--- config.mk ---
export PLATFORM = sky130hd
export DESIGN_NAME = arrow_scheduler
export DESIGN_NICKNAME = d
export VERILOG_FILES = /design/src/rtl/arrow_pkg.sv /design/src/rtl/arrow_slot_hit.sv /design/src/rtl/arrow_scheduler.sv
export SDC_FILE = /design/constraint.sdc
export NUM_CORES = 1
export LEC_CHECK = 0
export ABC_AREA = 0
export BUFFER_PORTS_ARGS = -buffer_cell sky130_fd_sc_hd__buf_2
export CAP_MARGIN = 10
export CORE_ASPECT_RATIO = 0.8
export CORE_MARGIN = 3
export CORE_UTILIZATION = 45
export CTS_BUF_LIST = sky130_fd_sc_hd__clkbuf_4 sky130_fd_sc_hd__clkbuf_8
export DETAILED_ROUTE_END_ITERATION = 10
export PLACE_DENSITY = 0.57
export SYNTH_ARGS = -nofsm -noshare
export SYNTH_HDL_FRONTEND = slang
export SYNTH_SLANG_ARGS = --single-unit
--- constraint.sdc ---
create_clock -name Clk -period 6.25 [get_ports Clk]
set_input_delay 0.625 -clock Clk [delete_from_list [all_inputs] [get_ports Clk]]
set_output_delay 0.625 -clock Clk [all_outputs]
set_load 0.01 [all_outputs]
--- src/rtl/arrow_pkg.sv ---
// Shared types and constants for the arrow playfield: slot record, scheduler
// states, lane count and the lane colours used by the VGA colour mapper.
package arrow_pkg;

  localparam int NUM_LANES = 4;
  localparam int LANE_W    = 2;
  localparam int Y_W       = 10;
  localparam int SLOT_W    = 1 + LANE_W + Y_W;

  typedef struct packed {
    logic              valid;
    logic [LANE_W-1:0] lane;
    logic [Y_W-1:0]    y;
  } arrow_slot_t;

  typedef enum logic [1:0] {
    IDLE,
    SCROLL,
    CLEAR
  } sched_state_t;

  // 24-bit RGB per lane, index 0 is lane 0
  localparam logic [NUM_LANES-1:0][23:0] LANE_RGB = {
    24'hFFD700,
    24'h32CD32,
    24'h1E90FF,
    24'hFF4040
  };

  function automatic logic [NUM_LANES-1:0] lane_onehot(input logic [LANE_W-1:0] lane);
    lane_onehot = NUM_LANES'(1) << lane;
  endfunction

endpackage

--- src/rtl/arrow_slot_hit.sv ---
// Combinational pixel test for one slot: returns the lane one-hot when the
// current pixel lies inside that slot's arrow sprite, zero otherwise.
module arrow_slot_hit
  import arrow_pkg::*;
#(
  parameter logic [9:0] ARROW_SIZE = 10'd32,
  parameter logic [9:0] LANE_X0    = 10'd200,
  parameter logic [9:0] LANE_PITCH = 10'd48
) (
  input  logic [SLOT_W-1:0]    i_slot,
  input  logic [9:0]           i_draw_x,
  input  logic [9:0]           i_draw_y,
  output logic [NUM_LANES-1:0] o_lane_hit
);

  arrow_slot_t w_slot;
  logic [10:0] w_x0;
  logic [10:0] w_y0;
  logic [10:0] w_px;
  logic [10:0] w_py;
  logic        w_x_in;
  logic        w_y_in;

  assign w_slot = i_slot;

  // 11-bit extents so a sprite near the bottom/right edge never wraps to 0
  assign w_x0   = 11'(LANE_X0) + 11'(w_slot.lane) * 11'(LANE_PITCH);
  assign w_y0   = {1'b0, w_slot.y};
  assign w_px   = {1'b0, i_draw_x};
  assign w_py   = {1'b0, i_draw_y};
  assign w_x_in = (w_px >= w_x0) && (w_px < w_x0 + 11'(ARROW_SIZE));
  assign w_y_in = (w_py >= w_y0) && (w_py < w_y0 + 11'(ARROW_SIZE));

  assign o_lane_hit = (w_slot.valid && w_x_in && w_y_in) ? lane_onehot(w_slot.lane)
                                                         : '0;

endmodule

--- src/rtl/arrow_scheduler.sv ---
// Active-arrow slot table for the 4-lane playfield, stepped once per frame.
// Optional hit counter on score is built only when ARROW_SCORE_EN is defined.
module arrow_scheduler
  import arrow_pkg::*;
#(
  parameter int         NUM_SLOTS  = 8,
  parameter logic [9:0] SPEED      = 10'd4,
  parameter logic [9:0] SPAWN_Y    = 10'd479,
  parameter logic [9:0] RECEPTOR_Y = 10'd40,
  parameter logic [9:0] WINDOW     = 10'd12,
  parameter logic [9:0] ARROW_SIZE = 10'd32,
  parameter logic [9:0] LANE_X0    = 10'd200,
  parameter logic [9:0] LANE_PITCH = 10'd48
) (
  input  logic        Clk,
  input  logic        Reset,
  input  logic        frame_clk,
  input  logic        spawn_valid,
  input  logic [1:0]  spawn_lane,
  output logic        spawn_ready,
  input  logic [3:0]  key_hit,
  input  logic [9:0]  DrawX,
  input  logic [9:0]  DrawY,
  output logic [3:0]  display_arrow,
  output logic        hit_pulse,
  output logic        miss_pulse,
  output logic [15:0] score
);

  localparam int IDX_W = (NUM_SLOTS > 1) ? $clog2(NUM_SLOTS) : 1;
  localparam logic [IDX_W-1:0] LAST_IDX = IDX_W'(NUM_SLOTS - 1);

  arrow_slot_t              r_slots [NUM_SLOTS];
  sched_state_t             r_state;
  logic [IDX_W-1:0]         r_idx;
  logic [NUM_LANES-1:0]     r_latch;
  logic                     r_frame_d;
  logic                     r_hit_pulse;
  logic                     r_miss_pulse;

  logic                     w_tick;
  logic                     w_any_free;
  logic [IDX_W-1:0]         w_free_idx;
  logic                     w_spawn_fire;
  arrow_slot_t              w_cur;
  logic signed [10:0]       w_ny;
  logic signed [10:0]       w_diff;
  logic signed [10:0]       w_abs;
  logic                     w_in_win;
  logic                     w_below;
  logic                     w_judge_hit;
  logic                     w_judge_miss;
  logic [NUM_LANES-1:0]     w_latch_next;
  logic [NUM_LANES-1:0]     w_slot_hit [NUM_SLOTS];
  logic [NUM_LANES-1:0]     w_disp;

  assign w_tick = frame_clk & ~r_frame_d;

  always_comb begin
    w_any_free = 1'b0;
    w_free_idx = '0;
    for (int i = NUM_SLOTS - 1; i >= 0; i--) begin
      if (!r_slots[i].valid) begin
        w_any_free = 1'b1;
        w_free_idx = IDX_W'(i);
      end
    end
  end

  assign spawn_ready  = ~Reset & (r_state == IDLE) & w_any_free & ~w_tick;
  assign w_spawn_fire = spawn_valid & spawn_ready;

  // Judgement of the slot visited this SCROLL cycle, in signed 11 bits
  assign w_cur        = r_slots[r_idx];
  assign w_ny         = $signed({1'b0, w_cur.y}) - $signed({1'b0, SPEED});
  assign w_diff       = w_ny - $signed({1'b0, RECEPTOR_Y});
  assign w_abs        = (w_diff < 0) ? -w_diff : w_diff;
  assign w_in_win     = (w_abs <= $signed({1'b0, WINDOW}));
  assign w_below      = (w_ny < ($signed({1'b0, RECEPTOR_Y}) - $signed({1'b0, WINDOW})));
  assign w_judge_hit  = w_cur.valid & r_latch[w_cur.lane] & w_in_win;
  assign w_judge_miss = w_cur.valid & ~w_judge_hit & w_below;

  // A press consumed by a hit is dropped, a fresh press still lands, CLEAR wins
  always_comb begin
    w_latch_next = r_latch;
    if (r_state == SCROLL && w_judge_hit) begin
      w_latch_next[w_cur.lane] = 1'b0;
    end
    w_latch_next = w_latch_next | key_hit;
    if (r_state == CLEAR) begin
      w_latch_next = '0;
    end
  end

  always_ff @(posedge Clk) begin
    // Edge detector keeps tracking the level through reset so a held-high
    // frame_clk does not look like a fresh edge afterwards.
    r_frame_d <= frame_clk;
    if (Reset) begin
      r_state      <= IDLE;
      r_idx        <= '0;
      r_latch      <= '0;
      r_hit_pulse  <= 1'b0;
      r_miss_pulse <= 1'b0;
      for (int i = 0; i < NUM_SLOTS; i++) begin
        r_slots[i] <= '0;
      end
    end else begin
      r_hit_pulse  <= 1'b0;
      r_miss_pulse <= 1'b0;
      r_latch      <= w_latch_next;
      case (r_state)
        IDLE: begin
          if (w_tick) begin
            r_state <= SCROLL;
            r_idx   <= '0;
          end
          if (w_spawn_fire) begin
            r_slots[w_free_idx] <= arrow_slot_t'{valid: 1'b1, lane: spawn_lane, y: SPAWN_Y};
          end
        end
        SCROLL: begin
          if (w_cur.valid) begin
            if (w_judge_hit) begin
              r_slots[r_idx].valid <= 1'b0;
              r_hit_pulse          <= 1'b1;
            end else if (w_judge_miss) begin
              r_slots[r_idx].valid <= 1'b0;
              r_miss_pulse         <= 1'b1;
            end else begin
              r_slots[r_idx].y <= w_ny[9:0];
            end
          end
          if (r_idx == LAST_IDX) begin
            r_state <= CLEAR;
          end else begin
            r_idx <= r_idx + 1'b1;
          end
        end
        CLEAR: begin
          r_state <= IDLE;
        end
        default: begin
          r_state <= IDLE;
        end
      endcase
    end
  end

  assign hit_pulse  = r_hit_pulse;
  assign miss_pulse = r_miss_pulse;

  genvar gi;
  generate
    for (gi = 0; gi < NUM_SLOTS; gi++) begin : g_slot_hit
      arrow_slot_hit #(
        .ARROW_SIZE (ARROW_SIZE),
        .LANE_X0    (LANE_X0),
        .LANE_PITCH (LANE_PITCH)
      ) u_slot_hit (
        .i_slot     (r_slots[gi]),
        .i_draw_x   (DrawX),
        .i_draw_y   (DrawY),
        .o_lane_hit (w_slot_hit[gi])
      );
    end
  endgenerate

  always_comb begin
    w_disp = '0;
    for (int i = 0; i < NUM_SLOTS; i++) begin
      w_disp = w_disp | w_slot_hit[i];
    end
  end

  assign display_arrow = w_disp;

`ifdef ARROW_SCORE_EN
  logic [15:0] r_score;

  always_ff @(posedge Clk) begin
    if (Reset) begin
      r_score <= '0;
    end else if (r_hit_pulse && r_score != 16'hFFFF) begin
      r_score <= r_score + 16'd1;
    end
  end

  assign score = r_score;
`else
  assign score = 16'h0000;
`endif

endmodule

==> out/qor.csv, run 1 <==
metric,value,unit
finalCritPeriodShare,91.1,%
irDropWorstVdd,0.129,mV
grt_pass1_vias,9965,
die_x,194,um
clkTransAtPathRegs,0.08,ns
drt_iter0_drc,922,
min_period,5.69,ns
dp_cells,1731,
reg2regPathDepth,14,
nFillCells,2565,
gp_congestion,0.898,
required,6.34,ns
synthFlopType,edfxtp_1,
p_leak,6.05,nW
start_kind,flip-flop,
wl,35.6,mm
crit_chain,"mux4_2, mux2i_2, ha_1, or3_1, and2_1, ha_1, inv_1, xnor3_1, a31o_2, and3b_1, o22ai_1, a22oi_4, a21oi_4, a21o_1",
wl_per_cell,20.2,um
post-dp-hpwl,28.3,mm
cts.sinks,119,
dr.pass1.iters,8,
cpPeakStageDelay,0.90,ns
syn_area_per_cell,9.41,um2
clock_path_buffers,2,
synth_edf_count,104,
yosysWarnings,0,
antenna_left,0,
async_flop_share,0,%
cpMostUsedCell,ha_1,
rsz0062_at_grt,false,
multiInputGateArea,0.00847,mm2
grt_pass1_wl,55.7,mm
hold_buffers,0,
drcViolationCount,0,
max_cap_viol_count,0,
die_h,156,um
grt-ovfl-total,0,
cts_tree,built,
power_density,182,mW/mm2
initial_core_util,46.2,%
clockRootBuffer,clkbuf_8,
synth_area_leaders,"ha_1 26%, edfxtp_1 25%, inv_1 4.8%, mux4_2 4.3%, nor2_1 3.5%",
grt_max_degree,26,
syn_area,0.0127,mm2
end_kind,flip-flop,
finalPower,2.48,mW
slew_viol_final,0,
ff2ff_setup_slack,0.56,ns
core-area,0.0275,mm2
cts_made_buffers,17,
r2r_end,r_slots[7][7],
syn2layout_area_growth,7.33,%
seqCellArea,0.00342,mm2
relSlewSlack,30.0,%
yosysTopAreaCell,ha_1,
timing.fmax,0.176,GHz
ys_types,83,
clkLatencyLatePin,0.46,ns
crit_arrival,5.79,ns
synth_top_cell_area_share,26.2,%
hold_viol_final,0,
cp_max_fo,18,
crit_type,reg -> reg,
fin_cells,1764,
outcome,finished clean,
syn_inst,1350,
via_per_inst,5.77,
antenna_cells,0,
grt_use_total,23.5,%
synth_seq_cells,119,
min_path_type,in -> reg,
setup_tns,0,ns
hold_depth,1,
setup_violations,0,
die_area,0.0303,mm2
ioPinCount,53,
tightest_slew,1.03,ns
drive_gt1_share,10.4,%
nNetsFinal,1683,
cts_setup_buffers,0,
vias,10174,
port_buffers,33,
min_to,r_frame_d,
ys_seq_area_share,26.9,%
cts_htree_levels,4,
skew,0.0184,ns
post_cts_resized,0,
rows,54,
worstHoldStart,frame_clk,
crit_slowest_cell,dfxtp_1,
antenna_found_initial,0,
-- where the power goes --
part           leakage, nW  switching (mW)  internal, mW  total [mW]
clock                0.217           0.357         0.404       0.760
sequential            1.20          0.0483         0.903       0.951
combinational         4.64           0.464         0.308       0.772
total                 6.05           0.869          1.61        2.48
-- area by class of cell --
class / instances / share of cell area (%)
Multi-Input combinational cell: 1040 / 62.1
Tap cell: 364 / 3.34
Clock buffer: 18 / 1.77
Inverter: 162 / 4.46
Sequential cell: 119 / 25.1
Clock inverter: 14 / 1.26
Timing Repair Buffer: 47 / 1.98
-- worst max-delay path by stage --
stage	endpoint	slack [ns]
detailed placement	r_slots[7][2]	0.52
finish	r_slots[7][7]	0.56
CTS	r_slots[7][7]	0.52
global route	r_slots[7][7]	0.27
global placement	r_slots[7][2]	0.62
floorplan	r_slots[0][0]	1.81
-- critical path: cells and delay by family (launching register included) --
| kind | cells | cell delay (ns) |
|---|---|---|
| AO/OA/AOI/OAI | 5 | 1.78 |
| multiplexers | 2 | 0.82 |
| flip-flops | 1 | 0.90 |
| buffers and inverters | 1 | 0.15 |
| XOR/XNOR | 1 | 0.51 |
| AND/OR/NAND/NOR | 3 | 0.54 |
| adder cells (fa/ha/maj) | 2 | 0.60 |
-- metal layers --
| metal | global-route usage (%) | up-vias | part of all wire, % |
|---|---|---|---|
| li1 | - | 4925 | - |
| met1 | 35.4 | 4918 | 49 |
| met2 | 36.1 | 301 | 43 |
| met3 | 4.13 | 30 | 7.2 |
| met4 | 3.93 | 0 | 1.0 |
| met5 | 0 | - | 0 |
-- state kept, by name, summed over array words and instances, names as in the netlist, named ones only --
signal and count:
r_slots 104, r_latch 4, r_idx 3, r_state 2
hit_pulse 1, miss_pulse 1, r_frame_d 1
-- metrics by stage --
stage / hold WS, ns / worst slack (ns) / utilization [%] / instance area (um2)
after floorplan: 0.495 / 1.81 / - / 12800
after global placement: 0.523 / 0.618 / 48.1 / 13200
after detailed placement: 0.533 / 0.519 / 48.1 / 13200
after CTS: 0.252 / 0.520 / 49.6 / 13600
after global routing: 0.240 / 0.266 / 49.6 / 13600
final: 0.271 / 0.555 / 49.6 / 13600
-- kinds of logic (layout without fill, tap and decap cells) --
kind of cell,after synthesis,count (layout),synth area share (%)
other,2,21,0.0591
and+or+nand+nor,369,369,14.8
adders and majority gates,266,266,26.2
AOI/OAI and AO/OA,305,305,16.1
xor gates and xnor gates,31,31,2.41
DFF,119,119,26.9
buffers and inverters,210,241,6.98
muxes,48,48,6.55
-- synthesized netlist by cell type (17+ instances only) --
master / instances
clkbuf_1: 19
nand3_1: 31
xnor2_1: 26
nor3_1: 42
and3_1: 19
buf_4: 18
a21o_1: 40
inv_1: 162
nand2_1: 53
o21a_1: 28
ha_1: 266
nand2b_1: 17
edfxtp_1: 104
a21oi_1: 68
nor2_1: 117
nor2b_1: 30
mux4_2: 24
o21ai_0: 67
-- cell usage in the layout (no fill, tap or decap), types with 17 or more instances in the layout --
cell	instances
o21a_1	28
a21oi_1	68
nor2b_1	30
a21o_1	40
conb_1	21
o21ai_0	67
nor3_1	42
ha_1	266
nor2_1	117
inv_1	162
nand2_1	53
edfxtp_1	104
nand2b_1	17
xnor2_1	26
nand3_1	31
and3_1	19
mux4_2	24
clkbuf_8	17
buf_2	33
Note: power is estimated with default switching activity, not from simulation.
==> run 2: changes to the inputs <==
GPL_TIMING_DRIVEN = 0   (was unset)
==> run 2 against run 1 <==
Critical path type unchanged. Wire length increased by 3.7%. Sequential power about the same. Register-to-register slack got worse by 0.16 ns. Core utilization increased by 0.61 points. First-iteration DRC count increased by 4.4%. Power increased by 0.54%. Die area unchanged. Combinational power increased by 2%. Via count increased by 0.86%. Clock power about the same.
==> out/qor.csv, run 2 (synthesis results as in run 1) <==
metric,value,unit,change
rsz0062_at_grt,false,,unchanged
power_frac_seq,38.0,%,was 38.3%
cpMostUsedCell,ha_1,,unchanged
ioPinCount,53,,unchanged
min_path_type,in -> reg,,unchanged
slew_viol_final,0,,unchanged
hold_viol_final,0,,unchanged
cts.sinks,119,,unchanged
antenna_left,0,,unchanged
crit_slowest_cell,a21o_1,,was dfxtp_1
antenna_cells,0,,unchanged
cts_tree,built,,unchanged
crit_arrival,5.94,ns,was 5.79 ns
reg_top3,"r_slots: 104 flops, r_latch: 4 flops, r_idx: 3 flops",,unchanged
multiInputGateArea,0.00847,mm2,unchanged
wl,36.9,mm,was 35.6 mm
die_h,156,um,unchanged
die_x,194,um,unchanged
syn2layout_area_growth,8.66,%,was 7.33%
nNetsFinal,1716,,was 1683
timing.fmax,0.171,GHz,was 0.176 GHz
setup_tns,0,ns,unchanged
p_int,1.59,mW,was 1.61 mW
rows,54,,unchanged
cpPeakStageDelay,0.58,ns,was 0.90 ns
final_common_cell,ha_1,,unchanged
antenna_found_initial,0,,unchanged
drive_gt1_share,11.0,%,was 10.4%
swShare,36.4,%,was 35.0%
dr.pass1.iters,6,,was 8
dp_cells,1765,,was 1731
grt_pass1_wl,56.5,mm,was 55.7 mm
grt_use_total,24.3,%,was 23.5%
start_kind,flip-flop,,unchanged
hold_slack,0.265,ns,was 0.271 ns
clockRootBuffer,clkbuf_8,,unchanged
clockPowerShare,30.5,%,was 30.6%
cp_num_buf_inv,5,,was 1
seqCellArea,0.00342,mm2,unchanged
crit_type,reg -> reg,,unchanged
required,6.34,ns,about the same
drcViolationCount,0,,unchanged
wl_per_cell,20.5,um,was 20.2 um
drt_iter0_drc,963,,was 922
relSlewSlack,21.8,%,was 30.0%
irDropWorstVdd,0.118,mV,was 0.129 mV
largest_reg_flops,104,,unchanged
skew,0.0224,ns,was 0.0184 ns
grt_pass1_vias,9581,,was 9965
vias,10262,,was 10.2k
clkTransAtPathRegs,0.09,ns,was 0.08 ns
via_per_inst,5.71,,was 5.77
crit_chain,"buf_2, buf_6, mux4_2, mux2i_2, ha_1, or3_1, and2_1, ha_1, clkbuf_1, inv_1, xnor3_1, a31o_2, and3b_1, o22ai_1, a22oi_4, a21oi_4, buf_4, a21o_1",,"was mux4_2, mux2i_2, ha_1, or3_1, and2_1, ha_1, inv_1, xnor3_1, a31o_2, and3b_1, o22ai_1, a22oi_4, a21oi_4, a21o_1"
initial_core_util,46.2,%,unchanged
max_cap_viol_count,0,,unchanged
p_leak,6.16,nW,was 6.05 nW
post_cts_resized,0,,unchanged
power_density,181,mW/mm2,was 182 mW/mm2
tightest_slew,1.16,ns,was 1.03 ns
mostFrequentLayoutCells,"266 x ha_1, 162 x inv_1, 117 x nor2_1, 104 x edfxtp_1, 68 x a21oi_1",,unchanged
die_area,0.0303,mm2,unchanged
outcome,finished clean,,unchanged
grt-ovfl-total,0,,unchanged
port_buffers,32,,was 33
comb_power_share,31.5,%,was 31.1%
clock_path_buffers,2,,unchanged
gp_congestion,0.938,,was 0.898
nFillCells,2619,,was 2565
top_register,r_slots,,unchanged
end_kind,flip-flop,,unchanged
core-area,0.0275,mm2,unchanged
fin_cells,1797,,was 1764
cts_made_buffers,17,,unchanged
power_switching,0.910,mW,was 0.869 mW
crit_family,compound AO/OA/AOI/OAI gates,,unchanged
cp_max_fo,10,,was 18
grt_max_degree,17,,was 26
setup_violations,0,,unchanged
cts_setup_buffers,0,,unchanged
finalCritPeriodShare,93.7,%,was 91.1%
final_area,0.0138,mm2,was 0.0136 mm2
cts_htree_levels,4,,unchanged
min_period,5.85,ns,was 5.69 ns
post-dp-hpwl,29.5,mm,was 28.3 mm
hold_buffers,0,,unchanged
place_area,0.0134,mm2,was 0.0132 mm2
clkLatencyLatePin,0.46,ns,about the same
-- run 2: cell types whose count changed in the layout (fill, tap and decap cells not counted) --
cell,previous run,this run
buf_1,0,1
bufinv_16,3,2
clkinv_2,2,0
buf_6,0,3
inv_6,4,8
buf_2,33,39
clkbuf_1,0,19
inv_4,3,1
buf_4,13,18
inv_8,0,3
clkinv_4,2,1
clkbuf_4,2,0
-- run 2: final timing paths --
| check | startpoint | end | cells after the start | slack (ns) |
|---|---|---|---|---|
| setup / recovery | flip-flop | r_slots[7][5] | 18 | 0.40 |
| hold / removal | frame_clk | r_frame_d | 1 | 0.26 |
| setup reg to reg | flip-flop | r_slots[7][5] | 18 | 0.40 |
| hold reg to reg | r_latch[1] | r_latch[1] | 2 | 0.56 |
-- run 2: through the flow --
stage                     total power, mW  setup WS (ns)  utilization, %
final                                2.50          0.396            50.2
after global routing                 2.64         0.0677            50.2
after CTS                            2.49          0.490            50.2
after detailed placement             1.74          0.499            48.7
after global placement               1.73          0.538            48.7
after floorplan                      1.51           1.81               -
-- run 2: power groups by stage --
stage	Sequential, mW	Combinational [mW]	Clock (mW)
after global routing	0.953	0.883	0.800
after detailed placement	0.965	0.777	0
final	0.949	0.787	0.761
after global placement	0.965	0.764	0
after CTS	0.947	0.781	0.765
after floorplan	0.943	0.564	0
-- run 2: metal layers --
layer | global-route usage [%] | vias to the layer above | wire [um]
met1 | 36.5 | 4875 | 18100
li1 | - | 4986 | -
met3 | 4.80 | 39 | 2960
met2 | 36.6 | 360 | 15400
met5 | 1.85 | - | 77
met4 | 4.17 | 2 | 395
-- run 2: final cells by class --
class | instances | share of cell area (%)
Multi-Input combinational cell | 1040 | 61.3
Sequential cell | 119 | 24.8
Inverter | 162 | 4.40
Tap cell | 364 | 3.30
Buffer | 48 | 2.02
Clock buffer | 17 | 1.69
Clock inverter | 15 | 1.30
Timing Repair Buffer | 32 | 1.16
==> run 3: changes to the inputs <==
HOLD_SLACK_MARGIN = 0.1   (was unset)
PLACE_DENSITY = 0.6   (was 0.57)
clock period = 5.37 ns   (was 6.25 ns; I/O delays follow)
==> run 3 against run 2 <==
Sequential share of layout area shrank 0.070 points. Maximum frequency grew 15%. Sequential power grew 17%. Clock skew shrank 0.0020 ns. Critical endpoint is now r_slots[7][8]. Largest cell class unchanged. Largest power group unchanged. Global-route usage shrank 0.15 points. Critical path depth is the same. Combinational power grew 17%.
==> out/qor.csv, run 3 (synthesis results as in run 1) <==
metric,value,unit,change
crit_type,reg -> reg,,unchanged
drcViolationCount,0,,unchanged
wl,36.8,mm,was 36.9 mm
min_period,5.08,ns,was 5.85 ns
cts_htree_levels,4,,unchanged
grt_pass1_vias,9828,,was 9581
rsz0062_at_grt,false,,unchanged
met1_usage,36.5,%,about the same
syn2layout_area_growth,8.96,%,was 8.66%
end_kind,flip-flop,,unchanged
grt_use_met3,4.41,%,was 4.80%
antenna_cells,0,,unchanged
grt_pass1_wl,56.5,mm,about the same
tightest_slew,1.13,ns,was 1.16 ns
crit_chain,"buf_2, buf_6, mux4_2, mux2i_2, ha_1, or3_1, and2_1, ha_2, inv_1, xnor3_1, a31o_2, and3b_1, o22ai_1, a22oi_4, a21oi_4, buf_4, o21ai_2, nor2_1",,"was buf_2, buf_6, mux4_2, mux2i_2, ha_1, or3_1, and2_1, ha_1, clkbuf_1, inv_1, xnor3_1, a31o_2, and3b_1, o22ai_1, a22oi_4, a21oi_4, buf_4, a21o_1"
clock_path_buffers,2,,unchanged
post-dp-hpwl,29.5,mm,about the same
required,5.54,ns,was 6.34 ns
final_area,0.0138,mm2,about the same
initial_core_util,46.2,%,unchanged
crit_slowest_cell,xnor3_1,,was a21o_1
wl_per_cell,20.5,um,about the same
cts_tree,built,,unchanged
setup_violations,0,,unchanged
timing.fmax,0.197,GHz,was 0.171 GHz
clkLatencyLatePin,0.45,ns,was 0.46 ns
grt_busiest_layer,met1,,was met2
hold_depth,1,,unchanged
die_x,194,um,unchanged
max_cap_viol_count,0,,unchanged
cts.sinks,119,,unchanged
drt_iter0_drc,1001,,was 963
reg_top3,"r_slots: 104 flops, r_latch: 4 flops, r_idx: 3 flops",,unchanged
die_area,0.0303,mm2,unchanged
p_leak,6.14,nW,was 6.16 nW
vias,10334,,about the same
hold_viol_final,0,,unchanged
irDropWorstVdd,0.144,mV,was 0.118 mV
port_buffers,32,,unchanged
mostFrequentLayoutCells,"265 x ha_1, 162 x inv_1, 117 x nor2_1, 104 x edfxtp_1, 68 x a21oi_1",,"was 266 x ha_1, 162 x inv_1, 117 x nor2_1, 104 x edfxtp_1, 68 x a21oi_1"
die_h,156,um,unchanged
reg2regPathDepth,18,,unchanged
via_per_inst,5.75,,was 5.71
clockRootBuffer,clkbuf_8,,unchanged
slew_viol_final,0,,unchanged
gp_congestion,0.957,,was 0.938
post-place-ws,-0.359,ns,was 0.499 ns
outcome,finished clean,,unchanged
use_met2,36.2,%,was 36.6%
skew,0.0204,ns,was 0.0224 ns
cp_max_fo,10,,unchanged
core-area,0.0275,mm2,unchanged
start_kind,flip-flop,,unchanged
antenna_found_initial,0,,unchanged
rows,54,,unchanged
final_common_cell,ha_1,,unchanged
antenna_left,0,,unchanged
crit_arrival,5.25,ns,was 5.94 ns
top_register,r_slots,,unchanged
dr.pass1.iters,6,,unchanged
grt-ovfl-total,0,,unchanged
finalCritPeriodShare,94.7,%,was 93.7%
clkTransAtPathRegs,0.09,ns,about the same
power_density,204,mW/mm2,was 181 mW/mm2
place_area,0.0134,mm2,unchanged
min_path_type,in -> reg,,unchanged
worst_slack,0.287,ns,was 0.396 ns
largest_reg_flops,104,,unchanged
nNetsFinal,1716,,unchanged
cts_made_buffers,17,,unchanged
grt_use_total,24.1,%,was 24.3%
ioPinCount,53,,unchanged
nFillCells,2577,,was 2619
relSlewSlack,24.1,%,was 21.8%
grt_max_degree,17,,unchanged
cpPeakStageDelay,0.47,ns,was 0.58 ns
drive_gt1_share,11.8,%,was 11.0%
==> run 3: changes by cell type in the layout (fill, tap and decap cells not counted), moves of 2 or more <==
cell,delta
a21o_1,-8
a21o_4,+8
clkinv_2,+3
clkinv_4,+2
inv_6,-4
inv_8,-3
==> run 3: stage by stage <==
stage / utilization, % / std cells / total power [mW] / hold slack [ns] / TNS (ns)
4_1_cts: 50.3 / 1796 / 2.82 / 0.169 / 0
3_5_place_dp: 48.7 / 1765 / 2.03 / 0.543 / -25.01
2_1_floorplan: - / 1369 / 1.75 / 0.495 / 0
5_1_grt: 50.3 / 1797 / 2.99 / 0.162 / 0
3_3_place_gp: 48.7 / 1765 / 2.01 / 0.522 / -20.27
6_report: 50.3 / 1797 / 2.82 / 0.190 / 0
==> run 3: where the power goes <==
| group | internal (mW) | switching (mW) |
|---|---|---|
| registers | 1.05 | 0.0592 |
| logic | 0.369 | 0.551 |
| clock network | 0.388 | 0.405 |
| total | 1.81 | 1.02 |
==> run 3: final cells by class <==
type	count	area, um2	share of cell area [%]
clock inverters	13	119	0.859
repair buffers	33	168	1.21
clock buffers	19	255	1.84
inverters	162	608	4.39
plain buffers	47	275	1.99
flip-flops and latches	119	3420	24.7
multi-input cells	1040	8540	61.7
well taps	364	455	3.29
==> run 3: per-layer routing <==
| metal | vias up | wire length (um) |
|---|---|---|
| met5 | - | 0 |
| met4 | 0 | 514 |
| met3 | 35 | 2920 |
| met2 | 330 | 15500 |
| met1 | 4988 | 17800 |
| li1 | 4981 | - |
==> run 3: worst paths after layout <==
| check | endpoint | slack (ns) | start |
|---|---|---|---|
| min reg2reg | r_latch[2] | 0.54 | r_latch[2] |
| max reg2reg | r_slots[7][8] | 0.29 | flip-flop |
| min | r_frame_d | 0.19 | frame_clk |
| max | r_slots[7][8] | 0.29 | flip-flop |
==> run 3: worst max-delay path: cells and delay by family (launching register included) <==
family	cells	cell delay, ns
adder cells (fa/ha/maj)	2	0.59
XOR/XNOR	1	0.47
multiplexers	2	0.72
buffers and inverters	4	0.80
AND/OR/NAND/NOR	4	0.71
AO/OA/AOI/OAI	5	1.18
flip-flops	1	0.31
==> run 3: timing repair <==
action / in CTS / in global routing
setup endpoints to repair: 80 / 124
buffers inserted: 0 / 1
hold buffers: 0 / 0
hold endpoints to repair: 0 / 0
resized for setup: 16 / 3
pin swaps: 0 / 1
